### config.mk
export PLATFORM = sky130hd
export DESIGN_NAME = multicycle_control
export DESIGN_NICKNAME = d
export VERILOG_FILES = /design/src/rtl/multicycle_control.sv
export SDC_FILE = /design/constraint.sdc
export NUM_CORES = 1
export LEC_CHECK = 0
export CORE_UTILIZATION = 38
export CTS_CLUSTER_SIZE = 14
export DETAILED_ROUTE_END_ITERATION = 8
export PLACE_DENSITY = 0.8
export SLEW_MARGIN = 10
export SYNTH_ARGS = -nofsm -noshare
export SYNTH_HDL_FRONTEND = slang
export SYNTH_SLANG_ARGS = --single-unit
### constraint.sdc
create_clock -name clk -period 1.7 [get_ports clk]
set_input_delay 0.17 -clock clk [delete_from_list [all_inputs] [get_ports clk]]
set_output_delay 0.17 -clock clk [all_outputs]
set_load 0.02 [all_outputs]
### src/rtl/multicycle_control.sv
// Moore control FSM for a multicycle MIPS-style datapath.
// Outputs decode from the current state; only IEXEC/IWB and BRANCH also look at Opcode/Zero.
module multicycle_control (
    input  logic       clk,
    input  logic       reset,
    input  logic [5:0] Opcode,
    input  logic [5:0] Funct,
    input  logic       Zero,
    output logic       PCWrite,
    output logic       IorD,
    output logic       MemWrite,
    output logic       IRWrite,
    output logic [1:0] RegDst,
    output logic [1:0] MemtoReg,
    output logic       RegWrite,
    output logic       ALUSrcA,
    output logic [1:0] ALUSrcB,
    output logic [2:0] ALUOp,
    output logic       ExtZero,
    output logic [1:0] PCSource,
    output logic [3:0] State
);

    typedef enum logic [3:0] {
        FETCH  = 4'd0,  DECODE = 4'd1,  MEMADR = 4'd2,  MEMRD = 4'd3,
        MEMWB  = 4'd4,  MEMWR  = 4'd5,  REXEC  = 4'd6,  RWB   = 4'd7,
        BRANCH = 4'd8,  IEXEC  = 4'd9,  IWB    = 4'd10, JUMP  = 4'd11,
        JAL    = 4'd12, JR     = 4'd13
    } state_t;

    state_t state_q, state_d;

    logic [2:0] imm_aluop;
    logic       imm_ext;

    always_ff @(posedge clk or negedge reset) begin
        if (!reset) state_q <= FETCH;
        else        state_q <= state_d;
    end

    // Immediate-class ALU op; Opcode is stable through IEXEC and IWB.
    always_comb begin
        imm_aluop = 3'b100;
        imm_ext   = 1'b0;
        case (Opcode)
            6'h0C: begin imm_aluop = 3'b110; imm_ext = 1'b1; end
            6'h0D: begin imm_aluop = 3'b101; imm_ext = 1'b1; end
            6'h0F: imm_aluop = 3'b011;
            default: ;
        endcase
    end

    always_comb begin
        state_d  = FETCH;
        PCWrite  = 1'b0;
        IorD     = 1'b0;
        MemWrite = 1'b0;
        IRWrite  = 1'b0;
        RegDst   = 2'b00;
        MemtoReg = 2'b00;
        RegWrite = 1'b0;
        ALUSrcA  = 1'b0;
        ALUSrcB  = 2'b00;
        ALUOp    = 3'b000;
        ExtZero  = 1'b0;
        PCSource = 2'b00;
        case (state_q)
            FETCH: begin
                IRWrite = 1'b1;
                PCWrite = 1'b1;
                ALUSrcB = 2'b01;
                ALUOp   = 3'b100;
                state_d = DECODE;
            end
            DECODE: begin
                ALUSrcB = 2'b11;
                ALUOp   = 3'b100;
                case (Opcode)
                    6'h23, 6'h2B:               state_d = MEMADR;
                    6'h00:                      state_d = (Funct == 6'h08) ? JR : REXEC;
                    6'h04, 6'h05:               state_d = BRANCH;
                    6'h08, 6'h0C, 6'h0D, 6'h0F: state_d = IEXEC;
                    6'h02:                      state_d = JUMP;
                    6'h03:                      state_d = JAL;
                    default:                    state_d = FETCH;
                endcase
            end
            MEMADR: begin
                ALUSrcA = 1'b1;
                ALUSrcB = 2'b10;
                ALUOp   = 3'b100;
                state_d = (Opcode == 6'h23) ? MEMRD : MEMWR;
            end
            MEMRD: begin
                IorD    = 1'b1;
                state_d = MEMWB;
            end
            MEMWB: begin
                MemtoReg = 2'b01;
                RegWrite = 1'b1;
            end
            MEMWR: begin
                IorD     = 1'b1;
                MemWrite = 1'b1;
            end
            REXEC: begin
                ALUSrcA = 1'b1;
                ALUOp   = 3'b111;
                state_d = RWB;
            end
            RWB: begin
                RegDst   = 2'b01;
                RegWrite = 1'b1;
            end
            BRANCH: begin
                ALUSrcA  = 1'b1;
                ALUOp    = 3'b001;
                PCSource = 2'b01;
                PCWrite  = ((Opcode == 6'h04) && Zero) || ((Opcode == 6'h05) && !Zero);
            end
            IEXEC: begin
                ALUSrcA = 1'b1;
                ALUSrcB = 2'b10;
                ALUOp   = imm_aluop;
                ExtZero = imm_ext;
                state_d = IWB;
            end
            IWB: begin
                ALUSrcA  = 1'b1;
                ALUSrcB  = 2'b10;
                ALUOp    = imm_aluop;
                ExtZero  = imm_ext;
                RegWrite = 1'b1;
            end
            JUMP: begin
                PCSource = 2'b10;
                PCWrite  = 1'b1;
            end
            JAL: begin
                PCSource = 2'b10;
                PCWrite  = 1'b1;
                RegWrite = 1'b1;
                RegDst   = 2'b10;
                MemtoReg = 2'b10;
            end
            JR: begin
                PCSource = 2'b11;
                PCWrite  = 1'b1;
            end
            default: state_d = FETCH;
        endcase
        // Reset already forces FETCH; suppress its write enables while held.
        if (!reset) begin
            PCWrite  = 1'b0;
            IRWrite  = 1'b0;
            MemWrite = 1'b0;
            RegWrite = 1'b0;
        end
    end

    assign State = state_q;

endmodule

==> impl_metrics.json, run 1 <==
{
  "status": "finished, violations left",
  "failed_checks": "setup timing",
  "numPlacedInstances": 183,
  "netlist_area_um2": 683.2,
  "dr.pass1.iters": 4,
  "clkLatencyLatePin_ns": 0.25,
  "synth_seq_cells": 4,
  "nNetsFinal": 179,
  "fin_cells": 186,
  "grt_first_pass_wirelength_um": 3781,
  "ff2ff_path_depth": 6,
  "ios": 37,
  "hold_violations": 0,
  "cp.arrival_ns": 1.71,
  "post_cts_buffers": 0,
  "ant_nets": 0,
  "wire_per_inst_um": 12.95,
  "required_ns": 1.53,
  "drc": 0,
  "worstMarginPinSlew_ns": 0.3029,
  "seq_power_share": 0.110,
  "clock_path_buffers": 2,
  "dp_slack_ns": -0.8555,
  "rows": 14,
  "h-tree-depth": 1,
  "r2r_start": "State[1]",
  "yosysWarnings": 0,
  "cts_hold_buf": 0,
  "p_comb_frac": 0.798,
  "slew-limit-headroom": 0.7974,
  "power_density_nw_per_um2": 1075,
  "synth_seq_area_share": 0.1465,
  "grtUsageTotal": 0.2631,
  "dr_total_vias": 1006,
  "max_cap_viol_count": 0,
  "p_switching_uw": 652.8,
  "largest_reg_flops": 4,
  "drt_iter0_markers": 27,
  "rsz0062_at_grt": "yes",
  "vias_per_cell": 5.409,
  "synthCells": 102,
  "root_buffer": "clkbuf_4",
  "synth_cell_types": 39,
  "multi_input_area_um2": 584.3,
  "hpwl_um": 1814,
  "fin_skew_ns": 0.001703,
  "layout_min_cycle_time_ns": 1.882,
  "wirelength_um": 2408,
  "utilization": 0.8187,
  "crit_type": "reg -> out",
  "gp_congestion": 0.8940,
  "power_leakage_uw": 0.0005963,
  "syn_to_final_growth_pct": 91.03,
  "p_clk_frac": 0.092,
  "die_h_um": 44.40,
  "slew_viol_final": 0,
  "hold_class": "in -> async",
  "grt_pass1_vias": 941,
  "clock_sinks": 4,
  "syn_area_per_cell_um2": 6.698,
  "path_max_fanout": 2,
  "end_kind": "output pin",
  "antenna_found_initial": 0,
  "max_freq_mhz": 531.2,
  "gr-total-overflow": 0,
  "rr_endpoint": "State[2]",
  "drive_gt1_frac": 0.4074,
  "fill_cells": 116,
  "synthesis.nets": 117,
  "finalSetupViolCount": 1,
  "fin_crit_sh": 1.107,
  "path_clk_slew_ns": 0.04,
  "grt_max_degree": 18,
  "n_antenna_cell": 0,
  "core_um2": 1594,
  "tritoncts": "built",
  "worst_slack_ns": -0.1824,
  "io_buffer_count": 36,
  "die-area_um2": 1971,
  "p_sw_frac": 0.4654,
  "die_x_um": 44.40,
  "cts_buffers": 3,
  "initial_core_util": 0.4286,
  "start_kind": "register",
  "reg2reg_slack_ns": 0.03,
  "vdd_drop_max_v": 0.0006394,
  "seq_area_um2": 101.3,
  "p_int_uw": 749.9
}
[synthesized netlist by cell type]
library cell	number	area (um^2)
buf_2	2	10.01
nor3b_1	2	15.01
or4b_1	1	10.01
nand4_1	1	6.260
nand3b_1	1	7.510
nor4_1	1	6.260
o31ai_1	1	7.510
nand3_1	1	5.000
nand4b_1	2	17.52
nand2b_1	7	43.79
or4b_2	1	10.01
mux2i_1	1	10.01
or3_1	2	12.51
a21boi_0	2	15.01
nor2_1	12	45.04
xnor2_1	2	17.52
a211oi_1	2	15.01
o21ai_0	4	20.02
a32o_1	1	10.01
nand2_1	6	22.52
or4_1	1	7.510
o32ai_1	3	26.28
and3_1	2	12.51
a31oi_1	1	6.260
nor4bb_1	1	10.01
nor3_1	8	40.04
clkbuf_1	5	18.77
buf_4	2	15.01
and2_1	1	6.260
o21a_1	1	7.510
o31a_1	1	8.760
xor2_1	2	17.52
nor4b_1	2	17.52
dfrtp_1	4	100.1
inv_1	3	11.26
o22ai_1	2	12.51
or3_4	1	11.26
buf_1	2	7.510
a21oi_1	8	40.04
[layer usage]
metal	global-route usage	vias up	part of all wire
met4	0.1212	0	0.017
li1	-	495	-
met3	0.06122	4	0.068
met1	0.2943	460	0.40
met5	0	-	0
met2	0.4676	47	0.51
[cell type report]
class / instances / share of cell area
clock buffer: 3 / 0.01726
inverter: 3 / 0.008629
multi-input combinational: 84 / 0.4477
sequential: 4 / 0.07766
tap: 24 / 0.02301
timing repair buffer: 68 / 0.4257
[logic make-up (layout without fill, tap and decap cells)]
group	after synthesis	in the layout	share of synthesized area
AO/OA/AOI/OAI	26	26	0.2473
XOR/XNOR	4	4	0.05129
flip-flops	4	4	0.1465
buffers and inverters	14	74	0.09158
AND/OR/NAND/NOR	53	53	0.4487
multiplexers	1	1	0.01465
[critical path: stages (launching register included)]
cell	delay, ns
dfrtp_1	0.39
nor2_2	0.16
or4b_4	0.50
a21oi_2	0.17
o21a_2	0.14
buf_6	0.11
[power groups by stage]
stage          Combinational (uW)  Clock, uW  Sequential (uW)
2_1_floorplan                 524          0              181
3_3_place_gp                 1100          0              145
3_5_place_dp                 1130          0              148
4_1_cts                      1110        129              151
6_report                     1120        129              154
5_1_grt                      1180        138              157
[through the flow]
step                instance area, um^2  power, uW  hold slack [ns]  TNS (ns)
floorplan                         708.2      705.3          -0.1256         0
global placement                   1286       1245           0.5342    -3.872
detailed placement                 1286       1273           0.5244    -4.196
CTS                                1300       1387           0.2647   -0.1714
global route                       1305       1476           0.2893   -0.4589
finish                             1305       1403           0.2686   -0.1824
[placed cells by master (no fill, tap or decap), types with 2 or more instances in the layout]
cell type	count
nor3_1	7
clkbuf_4	3
dfrtp_1	3
nand2b_1	4
buf_2	7
o22ai_1	2
clkdlybuf4s50_1	12
o32ai_1	2
nor2_1	11
buf_4	33
clkbuf_2	2
xnor2_1	2
nor3b_2	2
nand2_1	5
xor2_1	2
o21ai_0	3
buf_6	3
dlymetal6s2s_1	2
nand2b_4	2
dlygate4sd2_1	6
a211oi_1	2
and3_1	2
or3_1	2
clkdlybuf4s15_1	2
nor4b_1	2
inv_1	3
a21oi_1	7
nand4b_1	2
[how the worst max path moves through the flow]
stage          startpoint       to  cells past startpoint
6_report         State[1]  PCWrite                      5
3_5_place_dp    Opcode[3]  PCWrite                      6
2_1_floorplan    State[1]  PCWrite                      5
4_1_cts          State[0]  PCWrite                      5
3_3_place_gp    Opcode[3]  PCWrite                      6
5_1_grt          State[1]  PCWrite                      5
[repair_timing]
| action | 4_1_cts | 5_1_grt |
|---|---|---|
| gates cloned | 0 | 0 |
| endpoints found under the setup margin | 19 | 15 |
| pin swaps | 6 | 4 |
| gates resized for setup | 63 | 24 |
(Power assumes the default switching activity.)
==> run 2, diff against run 1 <==
==> constraint.sdc (replaced) <==
create_clock -name clk -period 1.7 [get_ports clk]
set_input_delay 0.34 -clock clk [delete_from_list [all_inputs] [get_ports clk]]
set_output_delay 0.34 -clock clk [all_outputs]
set_load 0.02 [all_outputs]
==> run 2 against run 1 <==
  * The flow now stops in global routing
  * Area after synthesis did not move
  * Synthesized cell count stayed put
==> impl_metrics.json, run 2 <==
{
  "stop_stage": "global routing",
  "io_buffer_count": 36,
  "firstError": "[ERROR DPL-0038] Utilization greater than 100%, impossible to legalize",
  "synth_most_common_cell": "nor2_1",
  "synthCells": 102,
  "ios": 37,
  "yosysWarnings": 0,
  "synth_seq_cells": 4,
  "synth.largest_area_cell": "dfrtp_1",
  "dpl_cell_area_um2": 1287,
  "synthesis.nets": 117,
  "clock_sinks": 4,
  "root_buffer": "clkbuf_4",
  "cts_hold_buf": 0,
  "die_h_um": 44.40,
  "netlist_area_um2": 683.2,
  "worst_endpoint_kind": "top-level output",
  "syn_area_per_cell_um2": 6.698,
  "grt_max_degree": 19,
  "clock_path_buffers": 2,
  "async_flop_share": 1.000,
  "synth.area.top_cells": "dfrtp_1 (15%), nor2_1 (6.6%), nand2b_1 (6.4%)",
  "gp_congestion": 0.8906,
  "cts_buffers": 3,
  "synth_edf_count": 0,
  "yosys.area.top_type_share": 0.1465,
  "die_x_um": 44.40,
  "numPlacedInstances": 178,
  "initial_core_util": 0.4286,
  "synth_commonest_cells": "nor2_1 (12), a21oi_1 (8), nor3_1 (8), nand2b_1 (7), nand2_1 (6)",
  "dominantRegCellSynth": "dfrtp_1",
  "status": "did not finish",
  "synth_seq_area_share": 0.1465,
  "rows": 14,
  "synth_cell_types": 39,
  "hpwl_um": 1886,
  "h-tree-depth": 1,
  "grt-worst-endpoint": "PCWrite"
}
## run 2: stage by stage
stage,utilization,worst slack [ns]
after floorplan,-,-0.1375
after global placement,0.8077,-1.140
after detailed placement,0.8077,-1.203
after CTS,0.9270,-0.4007
## run 2: logic make-up after synthesis
family          share of synthesized area
xor+xnor                          0.05129
compound gates                     0.2473
simple gates                       0.4487
buf+inv                           0.09158
mux                               0.01465
flops                              0.1465
## run 2: timing repair
action | CTS
buffers inserted | 11
setup endpoints to repair | 25
resized for setup | 136
cloned | 0
pin swaps | 11
endpoints found under the hold margin | 0
==> run 3, diff against run 2 <==
Settings changed: CORE_AREA from default to 2 2 63 65, CORE_UTILIZATION 38 to default, CTS_CLUSTER_SIZE 14 to default, DIE_AREA from default to 0 0 65 67, PLACE_DENSITY 0.8 to default, PLACE_DENSITY_LB_ADDON from default to 0.15.
==> run 3 against run 2 <==
  * The flow now finishes, with violations (setup timing)
==> impl_metrics.json, run 3 (synthesis gave the netlist of run 1 again) <==
{
  "die_x_um": 65,
  "hold_violations": 0,
  "wirelength_um": 2879,
  "drt_iter0_markers": 27,
  "ios": 37,
  "status": "finished, violations left",
  "vdd_drop_max_v": 0.0003020,
  "setup-tns-final_ns": -1.167,
  "tritoncts": "built",
  "ant_nets": 0,
  "wire_per_inst_um": 12.46,
  "clkLatencyLatePin_ns": 0.21,
  "root_buffer": "clkbuf_8",
  "antenna_found_initial": 0,
  "fin_skew_ns": 0.003242,
  "grtUsageTotal": 0.1319,
  "final_common_cell": "buf_4",
  "grt_max_degree": 18,
  "drive_gt1_frac": 0.6284,
  "rsz0062_at_grt": "yes",
  "end_kind": "output pin",
  "dr_total_vias": 1050,
  "rows": 22,
  "cp.arrival_ns": 1.67,
  "power_leakage_uw": 0.0007624,
  "gr-total-overflow": 0,
  "max_freq_mhz": 496.8,
  "io_buffer_count": 36,
  "die-area_um2": 4355,
  "layout_common_cells": "buf_4 (39), buf_6 (25), nor2_1 (8)",
  "gp_congestion": 0.7739,
  "dr.pass1.iters": 4,
  "path_clk_slew_ns": 0.03,
  "initial_core_util": 0.1895,
  "hpwl_um": 2056,
  "fin_crit_sh": 1.184,
  "required_ns": 1.36,
  "slew-limit-headroom": 0.8198,
  "layout_min_cycle_time_ns": 2.013,
  "syn_to_final_growth_pct": 160.6,
  "grt_first_pass_wirelength_um": 4547,
  "failed_checks": "setup timing",
  "grt_pass1_vias": 1021,
  "vias_per_cell": 4.545,
  "h-tree-depth": 1,
  "crit_type": "in -> out",
  "finalSetupViolCount": 12,
  "die_h_um": 67,
  "clock_sinks": 4,
  "drc": 0,
  "start_kind": "primary input",
  "cts_buffers": 3,
  "worstMarginPinSlew_ns": 0.2665,
  "largest_reg_flops": 4,
  "p_total_uw": 2004,
  "worst_slack_ns": -0.3129,
  "hold_class": "in -> async",
  "power_density_nw_per_um2": 1126,
  "nNetsFinal": 199,
  "clock_path_buffers": 2,
  "core_um2": 3606,
  "slew_viol_final": 0,
  "path_max_fanout": 2,
  "max_cap_viol_count": 0,
  "n_antenna_cell": 0
}
## run 3: worst paths after layout
check                           end  cells after the start       from  slack [ns]
max                         PCWrite                      6  Opcode[4]       -0.31
max reg2reg                State[2]                      6   State[0]        0.06
min reg2reg                State[1]                      4   State[3]        0.78
min in group clk           State[2]                      4  Opcode[5]        0.54
min                        State[0]                      2      reset        0.46
max in group asynchronous  State[3]                      2      reset        1.13
## run 3: cell type report
type,instances,area [um^2]
clock buffer,4,45.04
fill,364,1826
inverter,3,11.26
multi-input combinational,84,734.5
sequential,4,102.6
tap,48,60.06
timing repair buffer,88,827.0
## run 3: worst max-delay path: stages
cell	delay (ns)
buf_6	0.09
or3_4	0.38
or4b_4	0.50
a21oi_2	0.13
o21a_2	0.13
buf_6	0.11
## run 3: layer usage
metal / vias up / track usage / wire length [um] / share of wire
met4: 0 / 0.04521 / 0 / 0
met2: 28 / 0.2423 / 1499 / 0.52
li1: 537 / - / - / -
met5: - / 0 / 0 / 0
met1: 485 / 0.1576 / 1277 / 0.44
met3: 0 / 0.01520 / 102 / 0.035
## run 3: stage by stage
step | cells | instance area [um^2] | hold slack [ns] | setup slack [ns] | utilization
2_1_floorplan | 102 | 760.7 | 0.04441 | -0.1375 | -
3_3_place_gp | 205 | 1340 | 0.6694 | -1.174 | 0.3716
3_5_place_dp | 205 | 1340 | 0.6855 | -1.166 | 0.3716
4_1_cts | 214 | 1501 | 0.4595 | -0.3808 | 0.4164
5_1_grt | 231 | 1780 | 0.4668 | -0.3333 | 0.4938
6_report | 231 | 1780 | 0.4568 | -0.3129 | 0.4938
## run 3: timing repair
| item | 4_1_cts | 5_1_grt |
|---|---|---|
| endpoints found under the setup margin | 25 | 18 |
| gates resized for setup | 133 | 43 |
| hold buffers | 0 | 0 |
| buffers inserted | 5 | 16 |
| pin swaps | 11 | 13 |
| gates cloned | 0 | 1 |
| hold endpoints to repair | 0 | 0 |
## run 3: report_power, final
part	total (uW)	internal (uW)	switching, uW
Clock	208	160	48.4
Sequential	157	125	31.8
Combinational	1640	906	733
Total	2000	1190	813
==> run 4, diff against run 3 <==
Settings changed: HOLD_SLACK_MARGIN from default to 0.06, RECOVER_POWER from default to 25.
Clock period 1.7 ns to 2.05 ns, I/O delays scaled along.
==> run 4 against run 3 <==
  * The flow still finishes with violations (setup timing)
  * First-iteration DRC count is 22% lower
  * Register-to-register slack better by 0.27 ns
  * Clock skew is 0.0023 ns lower
  * Clock power is 23% lower
  * Power is 43% lower
  * Sequential power is 25% lower
  * Largest power group unchanged
==> impl_metrics.json, run 4 (synthesis gave the netlist of run 1 again) <==
{
  "clock_sinks": 4,
  "fill_cells": 398,
  "core_um2": 3606,
  "fin_crit_sh": 1.082,
  "h-tree-depth": 1,
  "hold_violations": 0,
  "largest_reg_flops": 4,
  "die-area_um2": 4355,
  "ant_nets": 0,
  "n_antenna_cell": 0,
  "final_common_cell": "buf_4",
  "initial_core_util": 0.1895,
  "start_kind": "primary input",
  "wire_per_inst_um": 11.91,
  "grt_first_pass_wirelength_um": 4022,
  "setup-tns-final_ns": -0.1855,
  "ff2ff_path_depth": 6,
  "dr.pass1.iters": 4,
  "drc": 0,
  "hold_class": "in -> async",
  "antenna_found_initial": 0,
  "syn_to_final_growth_pct": 94.87,
  "clock_path_buffers": 2,
  "clkLatencyLatePin_ns": 0.21,
  "status": "finished, violations left",
  "ios": 37,
  "nNetsFinal": 180,
  "failed_checks": "setup timing",
  "io_buffer_count": 36,
  "final_cell_area_um2": 1331,
  "fin_skew_ns": 0.0009212,
  "cts_buffers": 3,
  "power_leakage_uw": 0.0006065,
  "drive_gt1_frac": 0.3558,
  "drt_iter0_markers": 21,
  "slew_viol_final": 0,
  "utilization": 0.3692,
  "max_cap_viol_count": 0,
  "finalSetupViolCount": 2,
  "grt_pass1_vias": 917,
  "max_freq_mhz": 451.0,
  "cp.arrival_ns": 1.81,
  "numPlacedInstances": 208,
  "worst_slack_ns": -0.1674,
  "rr_endpoint": "State[2]",
  "gr-total-overflow": 0,
  "rows": 22,
  "power_density_nw_per_um2": 860.4,
  "vdd_drop_max_v": 0.0002601,
  "die_h_um": 67,
  "layout_min_cycle_time_ns": 2.217,
  "die_x_um": 65,
  "dpl_cell_area_um2": 1311,
  "worstMarginPinSlew_ns": 0.3273,
  "crit_type": "in -> out",
  "path_max_fanout": 2,
  "reg2reg_slack_ns": 0.33,
  "path_clk_slew_ns": 0.03,
  "required_ns": 1.64,
  "fin_cells": 211,
  "post_cts_buffers": 0,
  "tritoncts": "built",
  "p_total_uw": 1145,
  "hpwl_um": 2004,
  "r2r_start": "State[2]",
  "layout_common_cells": "buf_4 (33), nor2_1 (12), dlygate4sd2_1 (11)",
  "grtUsageTotal": 0.1179,
  "rsz0062_at_grt": "yes",
  "grt_max_degree": 18,
  "end_kind": "output pin",
  "gp_congestion": 0.8449,
  "slew-limit-headroom": 0.7811,
  "root_buffer": "clkbuf_8",
  "cts_hold_buf": 0,
  "dr_total_vias": 972,
  "wirelength_um": 2512,
  "vias_per_cell": 4.607
}
[run 4: changes by cell type in the layout (fill, tap and decap cells not counted), moves of 3 or more]
cell and delta:
buf_6 -23, buf_4 -6, clkbuf_2 +5, dlygate4sd2_1 +5
nand2b_1 +5, nand2b_4 -5, nor2_1 +4, dlygate4sd3_1 +3
nor2_2 -3, nor3_1 +3
[run 4: what timing repair did]
action,CTS,global route
pin swaps,5,6
setup endpoints to repair,18,10
resized for setup,48,21
[run 4: worst max path at each step]
stage,start,end,slack (ns),cells after the start
after CTS,Zero,PCWrite,-0.23,6
final,Opcode[3],PCWrite,-0.17,6
after global routing,Opcode[3],PCWrite,-0.20,6
after global placement,Opcode[3],PCWrite,-1.03,6
after detailed placement,Opcode[3],PCWrite,-1.02,6
after floorplan,Opcode[3],PCWrite,0.02,4
[run 4: per-layer routing]
| layer | wire, um | vias up | track usage |
|---|---|---|---|
| met4 | 46 | 0 | 0.06383 |
| li1 | - | 498 | - |
| met5 | 0 | - | 0 |
| met3 | 154 | 6 | 0.02534 |
| met1 | 1084 | 437 | 0.1371 |
| met2 | 1227 | 31 | 0.2010 |
[run 4: cell type report]
class	instances	area (um^2)	area share
inverter	3	11.26	0.008459
timing repair buffer	69	548.0	0.4117
sequential	4	100.1	0.07519
multi-input combinational	84	570.5	0.4286
clock buffer	3	41.29	0.03101
tap	48	60.06	0.04511
[run 4: per-stage QoR]
stage / setup WS, ns / hold WS [ns]
global placement: -1.029 / 0.7552
floorplan: 0.01835 / 0.1144
detailed placement: -1.025 / 0.7521
CTS: -0.2315 / 0.5479
global route: -0.1970 / 0.6433
finish: -0.1674 / 0.6213
[run 4: power by group]
group          internal [uW]  switching, uW  leakage (uW)
sequential               102           15.3     0.0000530
combinational            410            458      0.000532
clock                    125           35.7     0.0000216
[run 4: worst max-delay path: stages]
cell     delay (ns)
buf_6          0.09
or3_4          0.37
or4b_4         0.55
a21oi_2        0.15
o21a_2         0.13
buf_6          0.11
